File: config.mk
export PLATFORM = sky130hd
export DESIGN_NAME = mtm_alu_sout_tx
export DESIGN_NICKNAME = d
export VERILOG_FILES = /design/src/rtl/mtm_alu_pkg.sv /design/src/rtl/mtm_alu_frame_shifter.sv /design/src/rtl/mtm_alu_sout_tx.sv
export SDC_FILE = /design/constraint.sdc
export NUM_CORES = 1
export LEC_CHECK = 0
export CAP_MARGIN = 15
export CORE_ASPECT_RATIO = 0.7
export CORE_MARGIN = 2
export CORE_UTILIZATION = 50
export CTS_CLUSTER_DIAMETER = 150
export DETAILED_ROUTE_END_ITERATION = 6
export PLACE_DENSITY_LB_ADDON = 0.25
export SETUP_SLACK_MARGIN = 0.1
export SLEW_MARGIN = 40
export SYNTH_ARGS = -nofsm -noshare
export SYNTH_HDL_FRONTEND = slang
export SYNTH_SLANG_ARGS = --single-unit
File: constraint.sdc
create_clock -name clk -period 2.24 [get_ports clk]
set_clock_uncertainty 0.05 [all_clocks]
set_input_delay 0.448 -clock clk [delete_from_list [all_inputs] [get_ports clk]]
set_output_delay 0.448 -clock clk [all_outputs]
set_load 0.02 [all_outputs]
File: src/rtl/mtm_alu_pkg.sv
// Shared types, frame constants and CRC3 helper for the mtm_alu result transmitter.
// Used by mtm_alu_sout_tx; MTM_ALU_TX_CRC_GEN_EN selects internal CRC generation there.
package mtm_alu_pkg;

  localparam int unsigned FRAME_BITS = 11;
  localparam int unsigned RES_FRAMES = 5;
  localparam int unsigned ERR_FRAMES = 1;

  typedef enum logic [1:0] {
    TX_IDLE  = 2'd0,
    TX_SHIFT = 2'd1,
    TX_GAP   = 2'd2
  } tx_state_t;

  typedef enum logic {
    FT_DATA = 1'b0,
    FT_CTL  = 1'b1
  } frame_type_t;

  typedef struct packed {
    logic carry;
    logic ovf;
    logic zero;
    logic neg;
  } flag_s;

  typedef struct packed {
    logic err_data;
    logic err_crc;
    logic err_op;
  } err_flag_s;

  // CRC3, poly x^3+x+1, init 0, data consumed MSB first
  function automatic logic [2:0] crc3_37(input logic [36:0] d);
    logic [2:0] c;
    logic       fb;
    c = '0;
    for (int unsigned i = 0; i < 37; i++) begin
      fb = c[2] ^ d[36-i];
      c  = {c[1], c[0] ^ fb, fb};
    end
    return c;
  endfunction

  // Returns {type, payload} for frame idx of a packet
  function automatic logic [8:0] tx_frame(input logic is_err, input logic [31:0] c,
                                          input flag_s fl, input logic [2:0] crc,
                                          input err_flag_s ef, input logic [2:0] idx);
    logic [6:0] e;
    logic [8:0] f;
    e = {1'b1, ef, ef};
    f = '0;
    if (is_err) begin
      f = {FT_CTL, e, ^e};
    end else begin
      case (idx)
        3'd0:    f = {FT_DATA, c[31:24]};
        3'd1:    f = {FT_DATA, c[23:16]};
        3'd2:    f = {FT_DATA, c[15:8]};
        3'd3:    f = {FT_DATA, c[7:0]};
        default: f = {FT_CTL, 1'b0, fl, crc};
      endcase
    end
    return f;
  endfunction

endpackage

File: src/rtl/mtm_alu_frame_shifter.sv
// Serialises one 11-bit frame: start 0, {type,payload} MSB first, stop 1; line rests at 1.
// o_done is high during the final cycle of the stop bit so the next frame can load seamlessly.
module mtm_alu_frame_shifter
  import mtm_alu_pkg::*;
#(
  parameter int unsigned BIT_CYCLES = 1
) (
  input  logic       clk,
  input  logic       reset,
  input  logic       i_load,
  input  logic [8:0] i_frame,
  output logic       o_sout,
  output logic       o_done
);

  localparam int unsigned    BW        = (BIT_CYCLES > 1) ? $clog2(BIT_CYCLES) : 1;
  localparam logic [BW-1:0]  BAUD_LAST = BW'(BIT_CYCLES - 1);
  localparam logic [3:0]     BIT_LAST  = 4'(FRAME_BITS - 1);

  logic          r_active;
  logic [9:0]    r_shift;
  logic [3:0]    r_bit_cnt;
  logic [BW-1:0] r_baud_cnt;
  logic          r_sout;

  assign o_sout = r_sout;
  assign o_done = r_active && (r_baud_cnt == BAUD_LAST) && (r_bit_cnt == BIT_LAST);

  always_ff @(posedge clk) begin
    if (reset) begin
      r_active   <= 1'b0;
      r_shift    <= '0;
      r_bit_cnt  <= '0;
      r_baud_cnt <= '0;
      r_sout     <= 1'b1;
    end else if (i_load) begin
      r_active   <= 1'b1;
      r_shift    <= {i_frame, 1'b1};
      r_bit_cnt  <= '0;
      r_baud_cnt <= '0;
      r_sout     <= 1'b0;
    end else if (r_active) begin
      if (r_baud_cnt == BAUD_LAST) begin
        r_baud_cnt <= '0;
        if (r_bit_cnt == BIT_LAST) begin
          r_active  <= 1'b0;
          r_bit_cnt <= '0;
          r_sout    <= 1'b1;
        end else begin
          r_bit_cnt <= r_bit_cnt + 4'd1;
          r_sout    <= r_shift[9];
          r_shift   <= {r_shift[8:0], 1'b0};
        end
      end else begin
        r_baud_cnt <= r_baud_cnt + 1'b1;
      end
    end
  end

endmodule

File: src/rtl/mtm_alu_sout_tx.sv
// mtm_alu result/error serial transmitter: one packet per valid/ready handshake.
// Define MTM_ALU_TX_CRC_GEN_EN to compute the CTL CRC3 internally instead of sending res_crc.
module mtm_alu_sout_tx
  import mtm_alu_pkg::*;
#(
  parameter int unsigned BIT_CYCLES = 1,
  parameter int unsigned IDLE_GAP   = 2
) (
  input  logic        clk,
  input  logic        reset,
  input  logic        res_valid,
  output logic        res_ready,
  input  logic        res_is_err,
  input  logic [31:0] res_c,
  input  logic [3:0]  res_flags,
  input  logic [2:0]  res_crc,
  input  logic [2:0]  res_err_flags,
  output logic        sout,
  output logic        busy
);

  localparam int unsigned   BW        = (BIT_CYCLES > 1) ? $clog2(BIT_CYCLES) : 1;
  localparam int unsigned   GW        = (IDLE_GAP > 1) ? $clog2(IDLE_GAP) : 1;
  localparam logic [BW-1:0] BAUD_LAST = BW'(BIT_CYCLES - 1);
  localparam logic [GW-1:0] GAP_LAST  = GW'((IDLE_GAP > 0) ? IDLE_GAP - 1 : 0);

  tx_state_t     r_state;
  logic          r_is_err;
  logic [31:0]   r_c;
  flag_s         r_flags;
  err_flag_s     r_err;
  logic [2:0]    r_frame_cnt;
  logic [BW-1:0] r_gap_baud;
  logic [GW-1:0] r_gap_cnt;

  logic       w_done;
  logic       w_more;
  logic       w_gap_end;
  logic       w_frame_end;
  logic       w_hs;
  logic       w_load;
  logic [2:0] w_crc;
  logic [8:0] w_frame;

`ifdef MTM_ALU_TX_CRC_GEN_EN
  logic w_unused_crc;
  assign w_unused_crc = ^res_crc;
  assign w_crc        = crc3_37({r_c, 1'b0, r_flags});
`else
  logic [2:0] r_crc;
  assign w_crc = r_crc;
`endif

  assign w_more      = !r_is_err && (r_frame_cnt < 3'(RES_FRAMES - 1));
  assign w_gap_end   = (r_state == TX_GAP) && (r_gap_baud == BAUD_LAST) && (r_gap_cnt == GAP_LAST);
  assign w_frame_end = (IDLE_GAP == 0) ? ((r_state == TX_SHIFT) && w_done) : w_gap_end;

  // Ready also during the last cycle of a packet, so a waiting word follows with no idle bit.
  assign res_ready = (r_state == TX_IDLE) || (w_frame_end && !w_more);
  assign busy      = !res_ready;
  assign w_hs      = res_valid && res_ready;
  assign w_load    = w_hs || (w_frame_end && w_more);

  assign w_frame = w_hs
    ? tx_frame(res_is_err, res_c, flag_s'(res_flags), w_crc, err_flag_s'(res_err_flags), 3'd0)
    : tx_frame(r_is_err, r_c, r_flags, w_crc, r_err, r_frame_cnt + 3'd1);

  mtm_alu_frame_shifter #(
    .BIT_CYCLES(BIT_CYCLES)
  ) u_shifter (
    .clk    (clk),
    .reset  (reset),
    .i_load (w_load),
    .i_frame(w_frame),
    .o_sout (sout),
    .o_done (w_done)
  );

  // Frame loading happens on the transition edge itself, keeping start bits one cycle after a handshake.
  always_ff @(posedge clk) begin
    if (reset) begin
      r_state     <= TX_IDLE;
      r_is_err    <= 1'b0;
      r_c         <= '0;
      r_flags     <= '0;
      r_err       <= '0;
      r_frame_cnt <= '0;
      r_gap_baud  <= '0;
      r_gap_cnt   <= '0;
`ifndef MTM_ALU_TX_CRC_GEN_EN
      r_crc       <= '0;
`endif
    end else begin
      if (r_state == TX_GAP) begin
        if (r_gap_baud == BAUD_LAST) begin
          r_gap_baud <= '0;
          r_gap_cnt  <= (r_gap_cnt == GAP_LAST) ? '0 : r_gap_cnt + 1'b1;
        end else begin
          r_gap_baud <= r_gap_baud + 1'b1;
        end
      end
      if ((r_state == TX_SHIFT) && w_done && (IDLE_GAP != 0)) begin
        r_state <= TX_GAP;
      end
      if (w_frame_end) begin
        r_state     <= w_more ? TX_SHIFT : TX_IDLE;
        r_frame_cnt <= w_more ? r_frame_cnt + 3'd1 : '0;
      end
      if (w_hs) begin
        r_state     <= TX_SHIFT;
        r_frame_cnt <= '0;
        r_is_err    <= res_is_err;
        r_c         <= res_c;
        r_flags     <= flag_s'(res_flags);
        r_err       <= err_flag_s'(res_err_flags);
`ifndef MTM_ALU_TX_CRC_GEN_EN
        r_crc       <= res_crc;
`endif
      end
    end
  end

endmodule

# Word-level counts from Yosys, hierarchy flattened
# Cells that the tools add are included.
# W data, S select, Z words.
dict set report word_totals {
  mem_bits_rw 0
  latchBits 0
  out_inout_bits 3
  regBits 67
  romBits 0
  in_bits 46
  mem_count 0
  elab_cells 88
}
dict set report classes {
  add_sub_neg 5
  n_shift 0
  n_div 0
  magnitude_cmp 1
  muxes 25
  n_eq_ne 8
  bitwise_logic 2
  reduce_logical 27
  multipliers 0
}
# operator count
set op_table {}
lappend op_table {{$mux W10} 4}
lappend op_table {{$pmux W9 S4} 1}
lappend op_table {{$mux W9} 3}
lappend op_table {{$reduce_xor A7 Y1} 2}
lappend op_table {{$mux W1} 13}
lappend op_table {{$logic_and A1 B1 Y1} 9}
lappend op_table {{$eq A3 B2 Y1 const B} 2}
lappend op_table {{$reduce_and A2 Y1} 3}
lappend op_table {{$add A4 B1 Y4 const B} 1}
lappend op_table {{$eq A4 B4 Y1 const B} 1}
lappend op_table {{$mux W2} 2}
lappend op_table {{$mux W4} 1}
lappend op_table {{$ne A2 B1 Y1 const B} 2}
lappend op_table {{$reduce_bool A2 Y1} 2}
lappend op_table {{$reduce_or A2 Y1} 2}
lappend op_table {{$add A1 B1 Y1 const B} 3}
lappend op_table {{$add A3 B1 Y3 const B} 1}
lappend op_table {{$eq A3 B1 Y1 const B} 1}
lappend op_table {{$logic_not A1 Y1} 3}
lappend op_table {{$logic_not A3 Y1} 1}
lappend op_table {{$lt A3 B3 Y1 const B} 1}
lappend op_table {{$mux W3} 1}
lappend op_table {{$reduce_and A3 Y1} 1}
lappend op_table {{$reduce_bool A3 Y1} 1}
lappend op_table {{5 further kinds} 7}

# Depth between registers and ports, before layout
# Gate-level depths: netlist of the first run.
dict set report depth {
  word_depth 9
  mapped_depth 8
  mapped_depth_nobuf 6
}

# By module
# A second synthesis of the first run with hierarchy kept.
dict set report unflattened {
  cells_unflattened 377
  area_unflattened_um2 3039.2
}
# mod area_per_inst_um2 cells_each seq_area_each_um2 instances
set by_module_without_submodules {}
lappend by_module_without_submodules {mtm_alu_sout_tx 2289.7 290 980.9 1}
lappend by_module_without_submodules {mtm_alu_frame_shifter 749.5 87 320.3 1}

# Least setup slack after synthesis of the first run
# No wires, ideal clock.
dict set report synth_timing {
  path_type {register to register}
  startpoint {reg r_frame_cnt[0]}
  endpoint {reg u_shifter.r_shift[2]}
  path_slack_ns 0.302
  path_buffers 2
  period_less_slack_ns 1.938
  arrival_ns 1.751
  path_stages_with_launch 9
  t_required_ns 2.053
  setup_ns 0.137
  path_cell_list {dfxtp_1 inv_1 ha_1 clkbuf_1 nor4_4 or2_0 buf_2 a2111oi_0 o32ai_1}
}
dict set report synth_between {
  elab_chain_cells 9
  elab_cells_between_ends 21
  classes_between {add/sub: 1; order compare: 1; eq/ne: 5; mux: 4; reduce/logical: 10}
}
# element line_no
set synth_lines {}
lappend synth_lines {{from (decl)} mtm_alu_sout_tx.sv:32} ;# logic [2:0] r_frame_cnt;
lappend synth_lines {{from (signal assigned)} mtm_alu_sout_tx.sv:107} ;# r_frame_cnt <= w_more ? r_frame_cnt + 3'd1 : '0;
lappend synth_lines {{branches (longest 9 deep; another with $add A3 B1 Y3)} n/a}
lappend synth_lines {{to (signal assigned)} mtm_alu_frame_shifter.sv:38} ;# r_shift <= {i_frame, 1'b1};
lappend synth_lines {{to (signal assigned)} mtm_alu_frame_shifter.sv:52} ;# r_shift <= {r_shift[8:0], 1'b0};
lappend synth_lines {{to (decl)} mtm_alu_frame_shifter.sv:21} ;# logic [9:0] r_shift;
# Several ways; the timed one is not identified.
# A chain may end at the register's enable or synchronous reset.

# Worst setup path in the final report of the first run
dict set report layout_timing {
  startpoint {reg r_frame_cnt[0]}
  endpoint {reg u_shifter.r_shift[5]}
}
# Same word-level chain as after synthesis.

==> results of run 1 <==
report_power, final:
part / leakage (nW) / internal (mW) / total, mW / switching [mW]
Clock: 0.104 / 0.597 / 1.02 / 0.420
Combinational: 0.785 / 0.205 / 0.412 / 0.206
Sequential: 0.510 / 1.18 / 1.23 / 0.0499
registers in the layout, summed over array words and instances, names as in the netlist:
name                 cells
r_c                     32
u_shifter.r_active       1
r_frame_cnt              3
r_flags                  4
r_state                  2
u_shifter.r_bit_cnt      4
r_crc                    3
r_gap_cnt                1
u_shifter.o_sout         1
u_shifter.r_shift       10
r_is_err                 1
worst paths after layout:
kind                       start                    to  slack, ps  depth (start not counted)
setup / recovery  r_frame_cnt[0]  u_shifter.r_shift[5]        190                          8
hold / removal            r_c[3]                r_c[3]        410                          2
setup reg to reg  r_frame_cnt[0]  u_shifter.r_shift[5]        190                          8
hold reg to reg           r_c[3]                r_c[3]        410                          2
worst register-to-register path: stages (launching register included):
cell and delay (ps):
dfxtp_1 340, inv_1 130, ha_1 240, nor4_4 50, buf_4 160, or2_1 260
buf_4 160, a2111oi_2 420, o32ai_1 120
cell usage after synthesis, drive strengths merged, types with 3 or more instances:
cell type and count:
nor2b 9, a22oi 20, o32ai 6, nand3b 10
inv 6, nor2 4, ha 5, a32oi 6
nor3 12, nand2 83, a2111oi 7, o31ai 3
buf 17, a21oi 51, o21ai 13, dfxtp 62
a211oi 7, clkbuf 15
through the flow:
| step | TNS (ps) | utilization [%] | instance area (um2) | hold slack, ps |
|---|---|---|---|---|
| 6_report | 0 | 66.8 | 3850 | 408 |
| 5_1_grt | 0 | 66.8 | 3850 | 430 |
| 4_1_cts | 0 | 66.5 | 3830 | 408 |
| 3_5_place_dp | -17.7 | 62.6 | 3600 | 399 |
| 3_3_place_gp | 0 | 62.6 | 3600 | 394 |
| 2_1_floorplan | 0 | - | 2990 | 384 |
final cells by class:
cell class,instances,share of cell area (%)
clock inverter,3,1.11
tap,75,2.44
timing repair buffer,73,17.8
multi-input combinational,262,41.5
sequential,62,32.3
inverter,6,0.585
clock buffer,12,4.29
repair_timing:
item | in CTS | in global routing
setup endpoints to repair | 4 | 7
endpoints found under the hold margin | 0 | 0
buffers inserted | 2 | 0
pin swaps | 1 | 0
resized for setup | 5 | 8
per-layer routing:
metal / wire [um] / global-route usage, % / part of all wire [%] / up-vias
li1: - / - / - / 1398
met1: 3870 / 35.8 / 49 / 1368
met2: 3400 / 38.2 / 43 / 112
met3: 520 / 6.09 / 6.6 / 12
met4: 138 / 11.1 / 1.7 / 0
met5: 0 / 0 / 0 / -
logic make-up after synthesis:
kind of cell / count (synthesis) / share of synthesized area, %
multiplexers: 2 / 0.711
XOR/XNOR: 3 / 1.13
buffers and inverters: 38 / 6.23
AND/OR/NAND/NOR: 130 / 21.0
flip-flops: 62 / 41.5
AO/OA/AOI/OAI: 122 / 27.4
adder cells (fa/ha/maj): 5 / 2.09
cell usage in the layout, fill, tap and decap left out, types with 2 or more instances in the layout:
cell type,Yosys,final
a21oi_1,50,50
dlygate4sd2_1,0,2
o32ai_1,6,6
a32oi_1,6,6
clkdlybuf4s50_1,0,45
inv_1,6,6
a2111oi_1,0,2
nand2b_1,2,2
buf_12,0,2
nor2_1,4,4
nor3_1,11,11
dfxtp_1,62,61
a2111oi_2,0,3
o221ai_1,2,2
buf_4,4,23
nand3b_1,10,10
clkbuf_8,0,12
ha_1,5,4
a22oi_1,20,20
a211oi_1,6,6
o21ai_0,13,13
nor2b_1,9,9
o31ai_1,3,3
nand2_1,83,83
==> flow_summary.yaml, run 1 <==
outcome:
  status: "finished clean"
route:
  first_pass_iters: 5
  wire_per_inst_um: 16.1
  vias: 2890
  via_per_inst: 5.86
  antenna_left: 0
  drc: 0
  drtIter0Drc: 222
  wl_um: 7930
floorplan:
  core_mm2: 0.00576
  ios: 49
  fp.dieH_um: 68.7
  initial_core_util_pct: 52.0
  dieArea_mm2: 0.00663
  dieWidth_um: 96.5
  row_count: 23
setup_path:
  end_kind: "flip-flop"
  cp.required_ps: 2400
  crit_arrival_ps: 2210
  crit_buf_inv: 3
  crit_path_frequent_cell: "buf_4"
  path_max_fanout: 7
  cp_slowest_cell: "a2111oi_2"
  critPathTopFamily: "compound AO/OA/AOI/OAI gates"
  worstPathCellList: "inv_1, ha_1, nor4_4, buf_4, or2_1, buf_4, a2111oi_2, o32ai_1"
  cp-start-kind: "flip-flop"
  crit_type: "reg2reg"
  max_stage_delay_ps: 420
layout:
  fillCellCount: 499
  register_area_mm2: 0.00124
  diodes: 0
  drive_gt1_share_pct: 12.9
  multi_input_area_mm2: 0.00160
  stdcell_count: 493
  finalNetCount: 465
  area_delta_synth_final_pct: 28.6
clock_network:
  clock_path_buffers: 2
  cts_hold_buffers: 0
  htreeDepth: 3
  clk_pin_slew_ps: 70
  cts_sinks: 62
  clock_latency_ps: 340
  cts_buffers: 9
  clockRootBuffer: "clkbuf_8"
  cts_tree: "done"
placement:
  gp_congestion: 0.938
  pre_cts_ws_ps: -17.7
  dp_hpwl_um: 5830
  post-place-cells: 476
  io_buffers: 48
global_route:
  grt_pass1_vias: 2667
  overflow: 0
  grt_use_total_pct: 25.7
  grt_pass1_wl_um: 12700
  grt_max_degree: 32
  antenna_found_initial: 0
power:
  vdd_drop_max_mv: 0.400
  power_density_mw_per_mm2: 691
  leakagePower_nw: 1.40
  power_mw: 2.66
synth:
  synth_top_area_share_pct: 41.5
  synth_edf_count: 0
  netlist_top_cells_area: "dfxtp_1 41%, nand2_1 10%, a21oi_1 8.4%, a22oi_1 5.0%, nand3b_1 2.5%"
  syn-mean-instance-area_um2: 8.26
  ys_seq_area_share_pct: 41.5
  synth_area_mm2: 0.00299
  synth_cell_types: 50
  ys.flop_type: "dfxtp_1"
  synth_area_leader_cell: "dfxtp_1"
  synth_nets: 413
  ys_warn_count: 0
  synthCells: 362
  ys_async_sr_fraction_pct: 0
  ys_ff_latch: 62
sta:
  fmax_mhz: 489
  slew_headroom_pct: 57.9
  finalCriticalPeriod_ps: 2050
  tightestPinTransition_ps: 631
  drv_slew: 0
  finalSetupViolations: 0
  finalHoldViolCount: 0
  rsz0062_at_grt: "true"
  fin_crit_sh_pct: 91.3
  setup_slack_ps: 194
min_path:
  hp-class: "reg2reg"
job:
  maxCapViolCount: 0
Note: power is estimated with default switching activity, not from simulation.
==> run 2, diff against run 1 <==
CTS_BUF_LIST = sky130_fd_sc_hd__clkbuf_8 sky130_fd_sc_hd__clkbuf_16   (was default)
GPL_TIMING_DRIVEN = 1   (was default)
==> results of run 2 <==
Same layout as run 1: the final DEF is identical, and so are final timing and power.
==> run 3, diff against run 2 <==
CORE_UTILIZATION = 48   (was 50)
clock period = 1.8 ns   (was 2.24 ns; I/O delays follow)
==> run 3 against run 2 <==
Cell area increased by 12%. Combinational power rose by 44%. Critical path depth stayed put. Via count rose by 5.4%. First-iteration DRC count grew 73%. Count of clock-buffer cells in the layout down 3. Total power up 36%. Hold slack got worse by 72 ps. Global-route usage up 0.69 points. Final cell count grew 5.1%.
==> flow_summary.yaml, run 3 (same netlist as run 1, synthesis figures left out) <==
layout:
  stdcell_count: 518
  register_area_mm2: 0.00125
  layout.cells.most_common: "nand2_1"
  fin_area_mm2: 0.00432
  multi_input_area_mm2: 0.00183
  final_cell_mix: "83 x nand2_1, 59 x dfxtp_1, 49 x a21oi_1"
  area_delta_synth_final_pct: 44.2
  diodes: 0
  largest_reg_flops: 32
  top_register: "r_c"
  top_regs: "r_c x32, u_shifter.r_shift x10"
  fillCellCount: 478
  drive_gt1_share_pct: 24.3
  finalNetCount: 486
  post-route-util_pct: 70.4
route:
  wire_per_inst_um: 17.4
  via_per_inst: 5.88
  drc: 0
  wl_um: 9000
  first_pass_iters: 7
  antenna_left: 0
  drtIter0Drc: 385
  vias: 3047
sta:
  rsz0062_at_grt: "true"
  finalCriticalPeriod_ps: 1790
  setup_slack_ps: 7.19
  fmax_mhz: 558
  fin_crit_sh_pct: 99.6
  slew_headroom_pct: 61.5
  tightestPinTransition_ps: 578
  finalSetupViolations: 0
  drv_slew: 0
  finalHoldViolCount: 0
global_route:
  grt_use_total_pct: 26.4
  antenna_found_initial: 0
  overflow: 0
  grt_pass1_wl_um: 14500
  grt_max_degree: 33
  grt_pass1_vias: 2989
floorplan:
  initial_core_util_pct: 48.8
  ios: 49
  fp.dieH_um: 70.1
  dieArea_mm2: 0.00689
  row_count: 24
  dieWidth_um: 98.4
  core_mm2: 0.00613
power:
  leakagePower_nw: 1.56
  power_density_mw_per_mm2: 840
  vdd_drop_max_mv: 0.489
  power_mw: 3.63
clock_network:
  htreeDepth: 3
  cts_tree: "done"
  clock_path_buffers: 2
  cts_buffers: 9
  cts_hold_buffers: 0
  clock_latency_ps: 350
  clk_pin_slew_ps: 80
  cts_sinks: 62
  clockRootBuffer: "clkbuf_8"
placement:
  gp_congestion: 0.840
  pre_cts_ws_ps: -145
  place_area_mm2: 0.00373
  dp_hpwl_um: 5730
  post-place-cells: 489
  io_buffers: 48
job:
  maxCapViolCount: 0
setup_path:
  path_max_fanout: 4
  crit_arrival_ps: 1970
  cp.required_ps: 1980
  end_kind: "flip-flop"
  cp-start-kind: "flip-flop"
  crit_type: "reg2reg"
min_path:
  hp-class: "in2reg"
outcome:
  status: "finished clean"
## run 3: cell types whose count changed in the layout (fill, tap and decap cells not counted), sizes merged
cell,delta
clkbuf,-3
clkdlybuf4s50,-1
bufinv,+2
clkinvlp,+2
a211o,+1
buf,+22
clkinv,-1
inv,+1
dlymetal6s2s,+1
dlygate4sd2,-2
## run 3: report_power, final
part	internal (mW)	switching (mW)
combinational	0.298	0.296
clock	0.923	0.589
sequential	1.46	0.0594
## run 3: area by class of cell
cell class / instances / share of cell area, %
timing repair buffer: 93 / 20.0
sequential: 62 / 29.0
multi-input combinational: 263 / 42.4
tap: 78 / 2.26
clock inverter: 7 / 2.81
inverter: 6 / 0.638
clock buffer: 9 / 2.87
## run 3: worst max-delay path, stage by stage (launching register included)
cell       delay, ps
dfxtp_4          380
buf_4            150
ha_4             160
nor4_4           220
buf_4            180
buf_4            110
a211oi_1          60
a2111oi_4        220
o32ai_2          130
## run 3: metrics by stage
step / hold slack (ps) / setup TNS, ps
6_report: 336 / 0
4_1_cts: 335 / 0
2_1_floorplan: 386 / 0
3_3_place_gp: 393 / -1610
3_5_place_dp: 397 / -2740
5_1_grt: 344 / -269
## run 3: worst paths after layout
check | from | depth (start not counted) | slack (ps) | to
worst min-delay path | reset | 2 | 340 | r_gap_cnt
worst min register to register | r_c[26] | 2 | 410 | r_c[26]
worst max-delay path | r_frame_cnt[0] | 8 | 7 | u_shifter.r_shift[6]
worst max register to register | r_frame_cnt[0] | 8 | 7 | u_shifter.r_shift[6]
## run 3: layer usage
metal / vias to the layer above / track usage (%) / wire (um)
met5: - / 0 / 0
met4: 0 / 7.76 / 195
met3: 29 / 7.01 / 653
met2: 132 / 41.6 / 4050
met1: 1437 / 35.6 / 4110
li1: 1449 / - / -
## run 3: repair_timing
action,4_1_cts,5_1_grt
endpoints found under the setup margin,12,36
hold endpoints to repair,0,0
setup buffers,11,2
gates resized for setup,39,17
pin swaps,13,9
gates cloned,0,1
==> RTL edit: new RTL, settings of run 1 <==
The parameter `IDLE_GAP` goes from 2 to 1.
--- a/src/rtl/mtm_alu_sout_tx.sv
+++ b/src/rtl/mtm_alu_sout_tx.sv
@@ -4,7 +4,7 @@
   import mtm_alu_pkg::*;
 #(
   parameter int unsigned BIT_CYCLES = 1,
-  parameter int unsigned IDLE_GAP   = 2
+  parameter int unsigned IDLE_GAP   = 1
 ) (
   input  logic        clk,
   input  logic        reset,
Formal check against the unedited RTL: no difference found for any inputs over 10 cycles, from zero or initial values and one cycle with reset high; that may be too few to reach the edited logic, so the function may still have changed.
==> RTL edit against run 1 <==
  * Setup slack improved by 0.016 ns
  * Final area is 0.81% lower
  * Sequential cell count is 2 higher
  * Via count grew 3.5%
  * Routed wire length grew 5.6%
  * Total power about the same
  * Synthesized cell count grew 3.3%
  * Sequential share of layout area up 1.5 points
  * Synthesized area grew 0.92%
  * Die area grew 0.88%
  * Core utilization shrank 0.87 points
  * Critical path type unchanged
  * Critical endpoint is now u_shifter.r_shift[3]
==> RTL edit: results <==
metrics = {
    "hold_path": {
        "hold_end": "r_c[28]",
    },
    "placement": {
        "dp_hpwl_um": 5980,
        "portBuffers": 48,
        "gp_congestion": 0.914,
        "place_area_sq_um": 3600,
    },
    "global_routing": {
        "grt_usage_pct": 25.3,
        "grt_first_pass_wirelength_um": 13700,
        "grt_start_max_net_pins": 33,
        "grt_pass1_vias": 2738,
    },
    "cells_and_area": {
        "nNetsFinal": 474,
        "drive_gt1_share_pct": 11.9,
    },
    "setup_path": {
        "cp_max_fo": 6,
        "worstRegToRegCells": 6,
        "reg2reg_to": "u_shifter.r_shift[3]",
        "reg2reg_slack_ns": 0.21,
    },
    "drt": {
        "first_pass_iters": 4,
        "routedWlPerCell_um": 16.6,
        "drt_iter0_drc": 275,
        "vias_per_cell": 5.95,
    },
    "logic_synthesis": {
        "synth_seq_area_share_pct": 42.4,
        "synth_cell_type_count": 51,
        "ys_top_cells_by_area": "dfxtp_1 42%, nand2_1 11%, a21oi_1 9.1%, a22oi_1 4.0%, ha_1 2.1%",
        "yosys-top-cells-count": "91 x nand2_1, 64 x dfxtp_1, 55 x a21oi_1",
        "syn_nets": 425,
    },
    "sta": {
        "relSlewSlack_pct": 64.0,
    },
    "clock_network": {
        "clk_latency_ns": 0.35,
        "post_cts_buffers": 0,
    },
    "pwr": {
        "leakagePower_nw": 1.41,
        "vdd_drop_max_uv": 409,
    },
    "status": {
        "status": "finished clean",
    },
}
-- RTL edit: cell types whose count changed in the layout (fill, tap and decap cells not counted), sizes merged, moves of 6 or more --
cell	change
a2111oi	-7
a221oi	+6
a32oi	-6
buf	-6
nand2	+9
nand3b	-9
nor2	+8
nor2b	-6
-- RTL edit: through the flow --
stage,setup slack [ns],hold slack [ns],std cells
after CTS,0.0267,0.406,503
after global placement,0.152,0.391,487
after detailed placement,0.0632,0.396,487
final,0.210,0.408,503
after global routing,0.132,0.428,503
after floorplan,0.118,0.382,374
-- RTL edit: report_power, final --
group          internal (mW)  leakage [nW]  switching, mW
sequential              1.21         0.529         0.0536
clock                  0.547        0.0989          0.477
combinational          0.184         0.782          0.189
total                   1.94          1.41          0.719
-- RTL edit: kinds of logic after synthesis --
group,count (synthesis),synth area share [%]
AND/OR/NAND/NOR,142,21.6
XOR/XNOR,3,0.870
AO/OA/AOI/OAI,120,26.3
adder cells (fa/ha/maj),5,2.07
buffers and inverters,39,6.34
multiplexers,1,0.332
flip-flops,64,42.4
-- RTL edit: area by class of cell --
cell class | count | area, sq um
timing repair buffer | 67 | 632
fill | 514 | 1970
sequential | 64 | 1290
tap | 75 | 93.8
clock buffer | 10 | 138
clock inverter | 6 | 67.6
multi-input combinational | 271 | 1560
inverter | 10 | 37.5
-- RTL edit: worst max-delay path: stages, from the launching register on --
cell	delay, ns
dfxtp_4	0.38
inv_1	0.06
ha_1	0.22
or4_4	0.58
a21oi_1	0.19
a31oi_1	0.07
a221o_1	0.37
-- RTL edit: routing by layer --
| layer | share of wire (%) | global-route usage, % |
|---|---|---|
| met2 | 43 | 37.4 |
| met4 | 0.90 | 5.16 |
| met3 | 8.0 | 8.22 |
| met5 | 0 | 0 |
| met1 | 48 | 36.1 |
